==> src/rtl/boot_pkg.sv <==
// Shared definitions for the byte-serial instruction-memory boot loader:
// FSM state encoding, word framing constants.
package boot_pkg;

  typedef enum logic [2:0] {
    ST_HDR  = 3'd0,
    ST_LOAD = 3'd1,
    ST_CHK  = 3'd2,
    ST_DONE = 3'd3,
    ST_ERR  = 3'd4
  } state_t;

  localparam int BYTES_PER_WORD = 4;
  localparam int HDR_W          = 32;
  localparam int BCNT_W         = $clog2(BYTES_PER_WORD);

endpackage

==> src/rtl/boot_word_asm.sv <==
// Big-endian byte-to-word assembler: word_vld_o pulses combinationally with the
// last byte of each word; clr_i discards any partially assembled word.
module boot_word_asm
  import boot_pkg::*;
(
  input  logic             clk,
  input  logic             rst,
  input  logic             clr_i,
  input  logic             byte_vld_i,
  input  logic [7:0]       byte_dat_i,
  output logic             word_vld_o,
  output logic [HDR_W-1:0] word_o
);

  logic [BCNT_W-1:0] cnt_q;
  logic [HDR_W-1:0]  sh_q;

  always_ff @(posedge clk or posedge rst) begin
    if (rst) begin
      cnt_q <= '0;
      sh_q  <= '0;
    end else if (clr_i) begin
      cnt_q <= '0;
      sh_q  <= '0;
    end else if (byte_vld_i) begin
      cnt_q <= cnt_q + 1'b1;
      sh_q  <= {sh_q[HDR_W-9:0], byte_dat_i};
    end
  end

  assign word_vld_o = byte_vld_i && !clr_i && (cnt_q == BCNT_W'(BYTES_PER_WORD - 1));
  assign word_o     = {sh_q[HDR_W-9:0], byte_dat_i};

endmodule

==> src/rtl/im_boot_loader.sv <==
// Framed program loader into instruction memory; holds the core in reset until loaded.
// Define BOOT_CHKSUM_EN to require a trailing 32-bit sum word after the data words.
module im_boot_loader
  import boot_pkg::*;
#(
  parameter int AW = 10
) (
  input  logic          clk,
  input  logic          rst,
  input  logic          start,
  input  logic          rx_valid,
  input  logic [7:0]    rx_data,
  output logic          rx_ready,
  output logic          im_we,
  output logic [AW-1:0] im_addr,
  output logic [31:0]   im_wdata,
  output logic          cpu_rst,
  output logic          busy,
  output logic          done,
  output logic          err
);

  localparam int DEPTH = 1 << AW;
  localparam logic [HDR_W-1:0] DEPTH_W = HDR_W'(DEPTH);

  state_t            state_q;
  logic [AW:0]       n_q;
  logic [AW:0]       word_cnt_q;
  logic [AW:0]       word_cnt_d;
  logic              im_we_q;
  logic [AW-1:0]     im_addr_q;
  logic [31:0]       im_wdata_q;
  logic              cpu_rst_q;
  logic              done_q;
  logic              err_q;
`ifdef BOOT_CHKSUM_EN
  logic [31:0]       sum_q;
`endif

  logic              accept;
  logic              word_vld;
  logic [HDR_W-1:0]  word;

  // A byte offered alongside start is refused so it cannot leak into the new frame.
  assign rx_ready   = !start && (state_q == ST_HDR || state_q == ST_LOAD || state_q == ST_CHK);
  assign accept     = rx_valid && rx_ready;
  assign word_cnt_d = word_cnt_q + 1'b1;

  boot_word_asm u_asm (
    .clk        (clk),
    .rst        (rst),
    .clr_i      (start),
    .byte_vld_i (accept),
    .byte_dat_i (rx_data),
    .word_vld_o (word_vld),
    .word_o     (word)
  );

  always_ff @(posedge clk or posedge rst) begin
    if (rst) begin
      state_q    <= ST_HDR;
      n_q        <= '0;
      word_cnt_q <= '0;
      im_we_q    <= 1'b0;
      im_addr_q  <= '0;
      im_wdata_q <= '0;
      cpu_rst_q  <= 1'b1;
      done_q     <= 1'b0;
      err_q      <= 1'b0;
`ifdef BOOT_CHKSUM_EN
      sum_q      <= '0;
`endif
    end else begin
      im_we_q   <= 1'b0;
      cpu_rst_q <= !done_q;
      if (start) begin
        state_q    <= ST_HDR;
        n_q        <= '0;
        word_cnt_q <= '0;
        im_addr_q  <= '0;
        im_wdata_q <= '0;
        cpu_rst_q  <= 1'b1;
        done_q     <= 1'b0;
        err_q      <= 1'b0;
`ifdef BOOT_CHKSUM_EN
        sum_q      <= '0;
`endif
      end else if (word_vld) begin
        case (state_q)
          ST_HDR: begin
            if (word > DEPTH_W) begin
              state_q <= ST_ERR;
              err_q   <= 1'b1;
            end else if (word == '0) begin
`ifdef BOOT_CHKSUM_EN
              state_q <= ST_CHK;
`else
              state_q <= ST_DONE;
              done_q  <= 1'b1;
`endif
            end else begin
              state_q <= ST_LOAD;
              n_q     <= word[AW:0];
            end
          end
          ST_LOAD: begin
            im_we_q    <= 1'b1;
            im_addr_q  <= word_cnt_q[AW-1:0];
            im_wdata_q <= word;
            word_cnt_q <= word_cnt_d;
`ifdef BOOT_CHKSUM_EN
            sum_q      <= sum_q + word;
            if (word_cnt_d == n_q) state_q <= ST_CHK;
`else
            if (word_cnt_d == n_q) begin
              state_q <= ST_DONE;
              done_q  <= 1'b1;
            end
`endif
          end
`ifdef BOOT_CHKSUM_EN
          ST_CHK: begin
            if (word == sum_q) begin
              state_q <= ST_DONE;
              done_q  <= 1'b1;
            end else begin
              state_q <= ST_ERR;
              err_q   <= 1'b1;
            end
          end
`endif
          default: ;
        endcase
      end
    end
  end

  assign im_we    = im_we_q;
  assign im_addr  = im_addr_q;
  assign im_wdata = im_wdata_q;
  assign cpu_rst  = cpu_rst_q;
  assign done     = done_q;
  assign err      = err_q;
  assign busy     = !(done_q || err_q);

endmodule

==> config.mk <==
export PLATFORM = sky130hd
export DESIGN_NAME = im_boot_loader
export DESIGN_NICKNAME = d
export VERILOG_FILES = /design/src/rtl/boot_pkg.sv /design/src/rtl/boot_word_asm.sv /design/src/rtl/im_boot_loader.sv
export SDC_FILE = /design/constraint.sdc
export NUM_CORES = 1
export LEC_CHECK = 0
export ABC_CLOCK_PERIOD_IN_PS = 10600
export BUFFER_PORTS_ARGS = -buffer_cell sky130_fd_sc_hd__buf_2
export CORE_MARGIN = 2
export CORE_UTILIZATION = 45
export DETAILED_ROUTE_END_ITERATION = 10
export PLACE_DENSITY = 0.68
export SLEW_MARGIN = 20
export SYNTH_ARGS = -nofsm -noshare
export SYNTH_HDL_FRONTEND = slang
export SYNTH_SLANG_ARGS = --single-unit
==> constraint.sdc <==
create_clock -name clk -period 10.6 [get_ports clk]
set_input_delay 2.65 -clock clk [delete_from_list [all_inputs] [get_ports clk]]
set_output_delay 2.65 -clock clk [all_outputs]
set_load 0.005 [all_outputs]
; Yosys cells after proc, flatten, opt, wreduce, memory -nomap -nowiden
; Index checks and enable logic that the tools add are counted.
[word_totals]
reg_bits = 97
inputBits = 12
output_inout_bits = 48
word_cells = 84
[op_classes]
addsub = 2
magnitude_cmp = 1
n_eq_ne = 9
mux = 38
n_reduce_logical = 23
[op_table]
columns = cell, n
row1 = 32-bit two-way mux, 3
row2 = 11-bit two-way mux, 8
row3 = 24-bit two-way mux, 2
row4 = 32-bit by 11-bit greater-than comparator with 1-bit output (second input constant), 1
row5 = 32-bit logical NOT, 1
row6 = 10-bit two-way mux, 3
row7 = 1-bit two-way mux, 13
row8 = 3-bit two-way mux, 4
row9 = 11-bit by 1-bit adder with 11-bit output (second input constant), 1
row10 = 11-bit == test, 1
row11 = 2-bit nonzero test, 5
row12 = 2-bit two-way mux, 3
row13 = 3-bit by 2-bit inequality test with 1-bit output (second input constant), 2
row14 = 3-bit case mux with 2 select lines, 1
row15 = 3-bit AND reduction, 2
row16 = 5-bit AND reduction, 1
row17 = 1-bit logical AND, 4
row18 = 2-bit inequality test (second input constant), 2
row19 = 4-bit AND reduction, 1
row20 = 3-bit by 1-bit == test with 1-bit output (second input constant), 1
row21 = 3-bit by 2-bit == test with 1-bit output (second input constant), 1
row22 = 1-bit logical NOT, 3
row23 = 3-bit logical NOT, 1
row24 = 1-bit logical OR, 3
row25 = 6 further kinds, 6

; Longest topological paths before layout
; Gate-level depths: netlist of run 1.
[logic_depth]
word_depth = 9
depth_mapped = 8
depth_no_buf = 7

; Cells and area by module
; From an unflattened synthesis of run 1, not the netlist that was laid out.
[hier_totals]
hier_cells = 456
hier_area_um2 = 4496.8
[by_module_without_submodules]
columns = module, n_inst, cells_each, area_per_inst_um2, seq_area_each_um2
row1 = im_boot_loader, 1, 360, 3337.0, 1778.0
row2 = boot_word_asm, 1, 96, 1159.9, 650.6

; Worst setup path before layout of run 1
; Ideal clock, no wire load.
[synth_timing]
path_type = input port to output port
startpoint = input port start
endpoint = output port rx_ready
arrival_time_ns = 3.130
required_time_ns = 7.950
setup_slack_ns = 4.820
path_stages = 2
n_path_buf = 1
cell_sequence = clkbuf_1 > a211oi_1
[synth_between]
elab_chain_len = 2
[synth_rtl]
columns = item, line_no
row1 = "start, declared", im_boot_loader.sv:10  ; input logic start,
row2 = 1-bit logical NOT, im_boot_loader.sv:45  ; assign rx_ready = !start && (state_q == ST_HDR || state_q == ST_LOAD || state_q == ST_CHK);
row3 = 1-bit logical AND, im_boot_loader.sv:45
row4 = "end, declared", im_boot_loader.sv:13  ; output logic rx_ready,
; Every way passes these cells.

; Final worst setup path of run 1
; Same ends and word-level chain as after synthesis.

==> results of run 1 <==
synthesized netlist by cell type, types with 2 or more instances:
library cell / count
a211oi_1: 4
a21oi_1: 51
a31oi_1: 2
and3_1: 5
buf_1: 2
buf_2: 4
clkbuf_1: 22
dfrtp_1: 96
ha_1: 2
inv_1: 4
mux2_4: 10
nand2_1: 148
nand3_1: 5
nand3b_1: 23
nand4_1: 2
nor2_1: 21
nor2b_1: 17
nor4_1: 6
o21ai_0: 17
o31ai_1: 3
xnor2_1: 9
xor2_1: 6
per-layer routing:
| metal | vias to the layer above | GRT usage [%] |
|---|---|---|
| li1 | 1690 | - |
| met1 | 1682 | 25.84 |
| met2 | 68 | 30.75 |
| met3 | 14 | 2.769 |
| met4 | 0 | 6.660 |
| met5 | - | 0 |
worst reg2reg max path, cell delays in order (launching register included):
cell and delay, ns:
dfrtp_1 0.41, ha_1 0.20, and4b_1 0.22, nand2_2 0.08
buf_4 0.49, inv_1 0.09, buf_4 0.30, nor2_1 0.40
o21ai_0 0.16, o31ai_1 0.08
metrics by stage:
| step | worst slack (ns) | cell area, sq um | power, mW | utilization (%) |
|---|---|---|---|---|
| after floorplan | 4.820 | 4456 | 0.4216 | - |
| after global placement | 4.243 | 4832 | 0.4332 | 49.90 |
| after detailed placement | 4.205 | 4832 | 0.4348 | 49.90 |
| after CTS | 4.203 | 5035 | 0.6802 | 51.99 |
| after global routing | 4.107 | 5039 | 0.6989 | 52.03 |
| final | 4.205 | 5039 | 0.6712 | 52.03 |
path summary, 6_finish.rpt:
check	from	end	slack (ns)	cells after the start
max reg2reg	u_asm.cnt_q[0]	word_cnt_q[8]	8.07	9
min in group asynchronous	rst	im_wdata[8]	2.16	2
max	start	rx_ready	4.20	4
min	im_addr[8]	im_addr[8]	0.51	2
max in group asynchronous	rst	im_addr[1]	7.45	3
min reg2reg	im_addr[8]	im_addr[8]	0.51	2
cells by family after synthesis:
logic type	after synthesis
multiplexers	11
buffers and inverters	34
flip-flops	97
XOR/XNOR	15
AO/OA/AOI/OAI	83
AND/OR/NAND/NOR	237
adder cells (fa/ha/maj)	2
cell type report:
| cell class | instances | share of cell area [%] |
|---|---|---|
| clock inverter | 6 | 1.291 |
| timing repair buffer | 64 | 6.680 |
| sequential | 97 | 48.20 |
| multi-input combinational | 348 | 37.47 |
| tap | 133 | 3.303 |
| clock buffer | 10 | 2.732 |
| inverter | 4 | 0.3228 |
registers in the layout, summed over array words and instances (netlist names), 2 cells and up:
signal       count
im_wdata        32
state_q          3
im_addr         10
word_cnt_q      11
u_asm.sh_q      24
n_q             11
u_asm.cnt_q      2
report_power, final:
group	switching (mW)	internal (mW)	leakage, nW
combinational	0.0275	0.0173	1.00
sequential	0.00629	0.376	1.34
clock	0.128	0.116	0.103
==> metrics.csv, run 1 <==
metric,value,unit
TritonCTS Buffers,9,
# nets final,538,
Clock Latency Late Sink,0.36,ns
1st-iter DRT viols,167,
Worst Hold Class,reg2reg,
I/O pin count,60,
root buf cell,clkbuf_8,
register area,0.002429,sq mm
"Slowest-stage cell, CP",buf_4,
Setup TNS,0,ns
Final Setup Violations,0,
unrepaired setup endpoints after global routing,false,
post-CTS setup buffer count,0,
clock slew at reported path FFs,0.09,ns
Final Hold Viols,0,
Hold Slack,0.5118,ns
vias in the first global route,3353,
post-synthesis sequential area ratio,54.51,%
Placed Cells,646,
Die X,103.5,um
Final Max Slew Viols,0,
largest net degree at the start of global routing,93,
post-synth top area share,53.92,%
f_max,156.4,MHz
fillcell total,915,
Synth Flop Type,dfrtp_1,
Starting Density,46.01,%
Via Count,3454,
Layout Skew,0.005544,ns
Synth async-reset ratio,100.0,%
routed wl met2,4736,um
Area growth syn-to-layout,13.09,%
simple-gate area share of the yosys netlist,24.94,%
slew of the pin with the lowest slew margin,0.8962,ns
worst-path cell chain,buf_2 > buf_4 > a211oi_1 > buf_2,
Netlist Area Pre-Place,0.004456,sq mm
Worst setup EP type,output pin,
Synth Instances,479,
syn_nets,493,
placed wire-length estimate,6316,um
compound-cell area share of the yosys netlist,10.25,%
GR Overflow Total,0,
CTS resizes,0,
"commonest non-fill, non-tap cells in the layout","nand2_1 (147), dfrtp_1 (96), buf_2 (59)",
CP arrival,3.75,ns
Rows,36,
vias per std cell,5.218,
synth top area cells,"dfrtp_1 (54%), nand2_1 (12%), a21oi_1 (5.7%)",
antenna-violating nets left,0,
number of library cell types mapped by synthesis,42,
Die Height,103.5,um
1st-pass router iterations,4,
input/output buffers,59,
power per cell area,133.2,mW/mm^2
mux share of post-synthesis cell area,3.623,%
Core ar.,0.009684,sq mm
Slew headroom,40.11,%
initial antenna violation count,0,
crit path time final,6.395,ns
drt total wl,9797,um
"most common cell after layout, fill and taps aside",nand2_1,
startpoint types,input pin,
Post-Synth Adder-Cell Area,0.5616,%
routed wire length per instance,14.80,um
Non-Filler Instances,662,
met1 WL,4600,um
uppermost layer routed,met4,
Die ar.,0.01071,sq mm
CTS tree,built,
main combinational cell family by area after synthesis,simple AND/OR/NAND/NOR gates,
leak pwr,2.445,nW
Synth Area in XOR/XNOR,2.949,%
layout cells sized above 1,18.34,%
routability cong.,0.8299,
Post-CTS Hold Fix Bufs,0,
Ys Warns,0,
Seq cells post-synth,97,
number of max-cap violations,0,
outcome,"complete, no violations",
CP Buf/Inv Count,3,
"CP delay by family, top",buffers and inverters,
critical path type,in2out,
Yosys top cell by area,dfrtp_1,
metal3 WL,310,um
drc violations,0,
worst-path maximum fanout,92,
"most used cell, CP",buf_2,
Multi-input gate area,0.001888,sq mm
final period utilization,60.33,%
H-tree Lvls,3,
ant diodes,0,
GRT Total Usage,18.83,%
Worst EP required,7.95,ns
Critical Path Max Stage Delay,0.65,ns
CTS sink cnt,97,
Post-synth EDFFs,0,
synthesized area per cell,9.302,sq um
clk buf depth,2,
maximum vdd drop,74.60,uV
first-pass GRT wire length,16590,um
Power figures use the tool's default switching activity.
==> run 2, diff against run 1 <==
--- a/config.mk
+++ b/config.mk
@@ -5,12 +5,12 @@
 export SDC_FILE = /design/constraint.sdc
 export NUM_CORES = 1
 export LEC_CHECK = 0
-export ABC_CLOCK_PERIOD_IN_PS = 10600
+export ABC_CLOCK_PERIOD_IN_PS = 5360
 export BUFFER_PORTS_ARGS = -buffer_cell sky130_fd_sc_hd__buf_2
 export CORE_MARGIN = 2
 export CORE_UTILIZATION = 45
 export DETAILED_ROUTE_END_ITERATION = 10
-export PLACE_DENSITY = 0.68
+export PLACE_DENSITY = 0.7
 export SLEW_MARGIN = 20
 export SYNTH_ARGS = -nofsm -noshare
 export SYNTH_HDL_FRONTEND = slang
==> constraint.sdc (replaced) <==
create_clock -name clk -period 5.36 [get_ports clk]
set_input_delay 1.34 -clock clk [delete_from_list [all_inputs] [get_ports clk]]
set_output_delay 1.34 -clock clk [all_outputs]
set_load 0.005 [all_outputs]
==> run 2 against run 1 <==
Effect of this change: die area did not move; register-to-register slack got worse by 5.1 ns; first-iteration DRC count fell by 4.2%; clock skew rose by 0.0015 ns; worst hold slack got worse by 0.00097 ns; combinational power rose by 95%; clock power rose by 99%; non-clock buffer count did not move; sequential power rose by 98%; count of clock-buffer cells in the layout rose by 1.
==> metrics.csv, run 2 (synthesis results as in run 1) <==
metric,value,unit,change
"commonest non-fill, non-tap cells in the layout","nand2_1 (147), dfrtp_1 (96), buf_2 (59)",,unchanged
met3 Use GR,2.769,%,unchanged
met1 Resource Use GR,25.17,%,was 25.84%
Layout Skew,0.007051,ns,was 0.005544 ns
crit path time final,3.263,ns,
Die Height,103.5,um,unchanged
number of max-cap violations,0,,unchanged
antenna-violating nets left,0,,unchanged
CTS tree,built,,unchanged
1st-pass router iterations,4,,unchanged
Register-to-Register Path Depth,7,,was 9
vias per std cell,5.222,,was 5.218
maximum vdd drop,136.6,uV,was 74.60 uV
CTS sink cnt,97,,unchanged
clk buf depth,2,,unchanged
# nets final,538,,unchanged
Final Hold Viols,0,,unchanged
Worst Hold Class,reg2reg,,unchanged
Area growth syn-to-layout,13.03,%,was 13.09%
Final Setup Violations,0,,unchanged
Via Count,3457,,was 3454
I/O pin count,60,,unchanged
Clock Latency Late Sink,0.36,ns,about the same
Hold Path Origin,im_addr[3],,was im_addr[8]
internal power,1.008,mW,was 0.5094 mW
ant diodes,0,,unchanged
f_max,306.5,MHz,
Critical Path Max Stage Delay,0.26,ns,was 0.65 ns
Setup TNS,0,ns,unchanged
layout cells sized above 1,18.15,%,was 18.34%
met2 Use GR,31.03,%,was 30.75%
clock share of power,36.5,%,was 36.4%
gr busiest metal,met2,,unchanged
critical path type,in2out,,unchanged
Worst setup EP type,output pin,,unchanged
worst-path maximum fanout,3,,was 92
routability cong.,0.8115,,was 0.8299
Die X,103.5,um,unchanged
unrepaired setup endpoints after global routing,false,,unchanged
initial antenna violation count,0,,unchanged
post-CTS setup buffer count,0,,unchanged
Worst EP required,4.02,ns,was 7.95 ns
placed cell area,0.004832,sq mm,unchanged
clock slew at reported path FFs,0.09,ns,about the same
1st-iter DRT viols,160,,was 167
power per cell area,263.9,mW/mm^2,was 133.2 mW/mm^2
drt total wl,9698,um,was 9797 um
hold depth,2,,unchanged
largest net degree at the start of global routing,92,,was 93
startpoint types,input pin,,unchanged
Net Sw Frac,24.14,%,was 24.10%
placed wire-length estimate,6404,um,was 6316 um
vias in the first global route,3234,,was 3353
outcome,"complete, no violations",,unchanged
GRT Total Usage,18.60,%,was 18.83%
fillcell total,909,,was 915
TritonCTS Buffers,9,,unchanged
GR Overflow Total,0,,unchanged
Post-Layout Inst Area,0.005036,sq mm,was 0.005039 sq mm
Flop pwr share,56.9,%,about the same
CP arrival,1.92,ns,was 3.75 ns
"most used cell, CP",buf_2,,unchanged
Post-CTS Hold Fix Bufs,0,,unchanged
worst r2r src,word_cnt_q[0],,was u_asm.cnt_q[0]
"Slowest-stage cell, CP",a211oi_1,,was buf_4
root buf cell,clkbuf_8,,unchanged
Largest register FFs,32,,unchanged
worst-path cell chain,buf_2 > a211oi_1 > buf_2,,was buf_2 > buf_4 > a211oi_1 > buf_2
"most common cell after layout, fill and taps aside",nand2_1,,unchanged
Slew headroom,38.37,%,was 40.11%
H-tree Lvls,3,,unchanged
routed wire length per instance,14.65,um,was 14.80 um
input/output buffers,59,,unchanged
Comb power frac,6.6,%,was 6.7%
Rows,36,,unchanged
Core ar.,0.009684,sq mm,unchanged
NetSw,0.3208,mW,was 0.1618 mW
CTS resizes,0,,unchanged
slew of the pin with the lowest slew margin,0.9245,ns,was 0.8962 ns
Worst Setup SP,start,,unchanged
Final Max Slew Viols,0,,unchanged
Die ar.,0.01071,sq mm,unchanged
drc violations,0,,unchanged
first-pass GRT wire length,16440,um,was 16590 um
final period utilization,60.88,%,
leak pwr,2.437,nW,was 2.445 nW
Starting Density,46.01,%,unchanged
run 2: cell count changes in the layout (fill, tap and decap cells not counted), sizes merged:
| cell | previous run | this run |
|---|---|---|
| clkinv | 3 | 2 |
| inv | 5 | 4 |
| clkinvlp | 1 | 2 |
| clkbuf | 10 | 11 |
run 2: power groups by stage:
stage | registers, mW | logic (mW) | clock network, mW
final | 0.756 | 0.0872 | 0.486
after global routing | 0.758 | 0.0982 | 0.529
after CTS | 0.756 | 0.0891 | 0.501
after detailed placement | 0.771 | 0.0891 | 0
after global placement | 0.770 | 0.0871 | 0
after floorplan | 0.766 | 0.0682 | 0
run 2: stage by stage:
step           util [%]  std cells  total power, mW  worst slack, ns  hold slack (ns)
2_1_floorplan         -        479           0.8337            1.488           0.4605
3_3_place_gp      49.90        646           0.8570            1.862           0.4889
3_5_place_dp      49.90        646           0.8597            1.792           0.4957
4_1_cts           52.00        662            1.346            2.099           0.5152
5_1_grt           52.00        662            1.385            1.866           0.5490
6_report          52.00        662            1.329            2.097           0.5108
run 2: routing by layer:
metal  wire [um]  vias to the layer above
met5           0                        -
met4         133                        0
met3         267                       12
met2        4703                       68
met1        4594                     1685
li1            -                     1692
run 2: critical path: cells and delay by family:
family | cells | cell delay, ns
buf+inv | 2 | 0.32
compound gates | 1 | 0.26
run 2: final timing paths:
| kind | to | slack (ns) |
|---|---|---|
| setup / recovery | rx_ready | 2.10 |
| hold / removal | im_addr[3] | 0.51 |
| setup reg to reg | done | 2.96 |
| hold reg to reg | im_addr[3] | 0.51 |
| max in group asynchronous | cpu_rst | 3.14 |
| min in group asynchronous | im_wdata[8] | 1.14 |
run 2: layout make-up:
cell class | instances | area, sq um | area share, %
Multi-Input combinational cell | 348 | 1888 | 37.49
Clock inverter | 5 | 62.56 | 1.242
Clock buffer | 11 | 141.4 | 2.807
Timing Repair Buffer | 64 | 332.8 | 6.609
Inverter | 4 | 16.27 | 0.3230
Tap cell | 133 | 166.4 | 3.304
Sequential cell | 97 | 2429 | 48.22
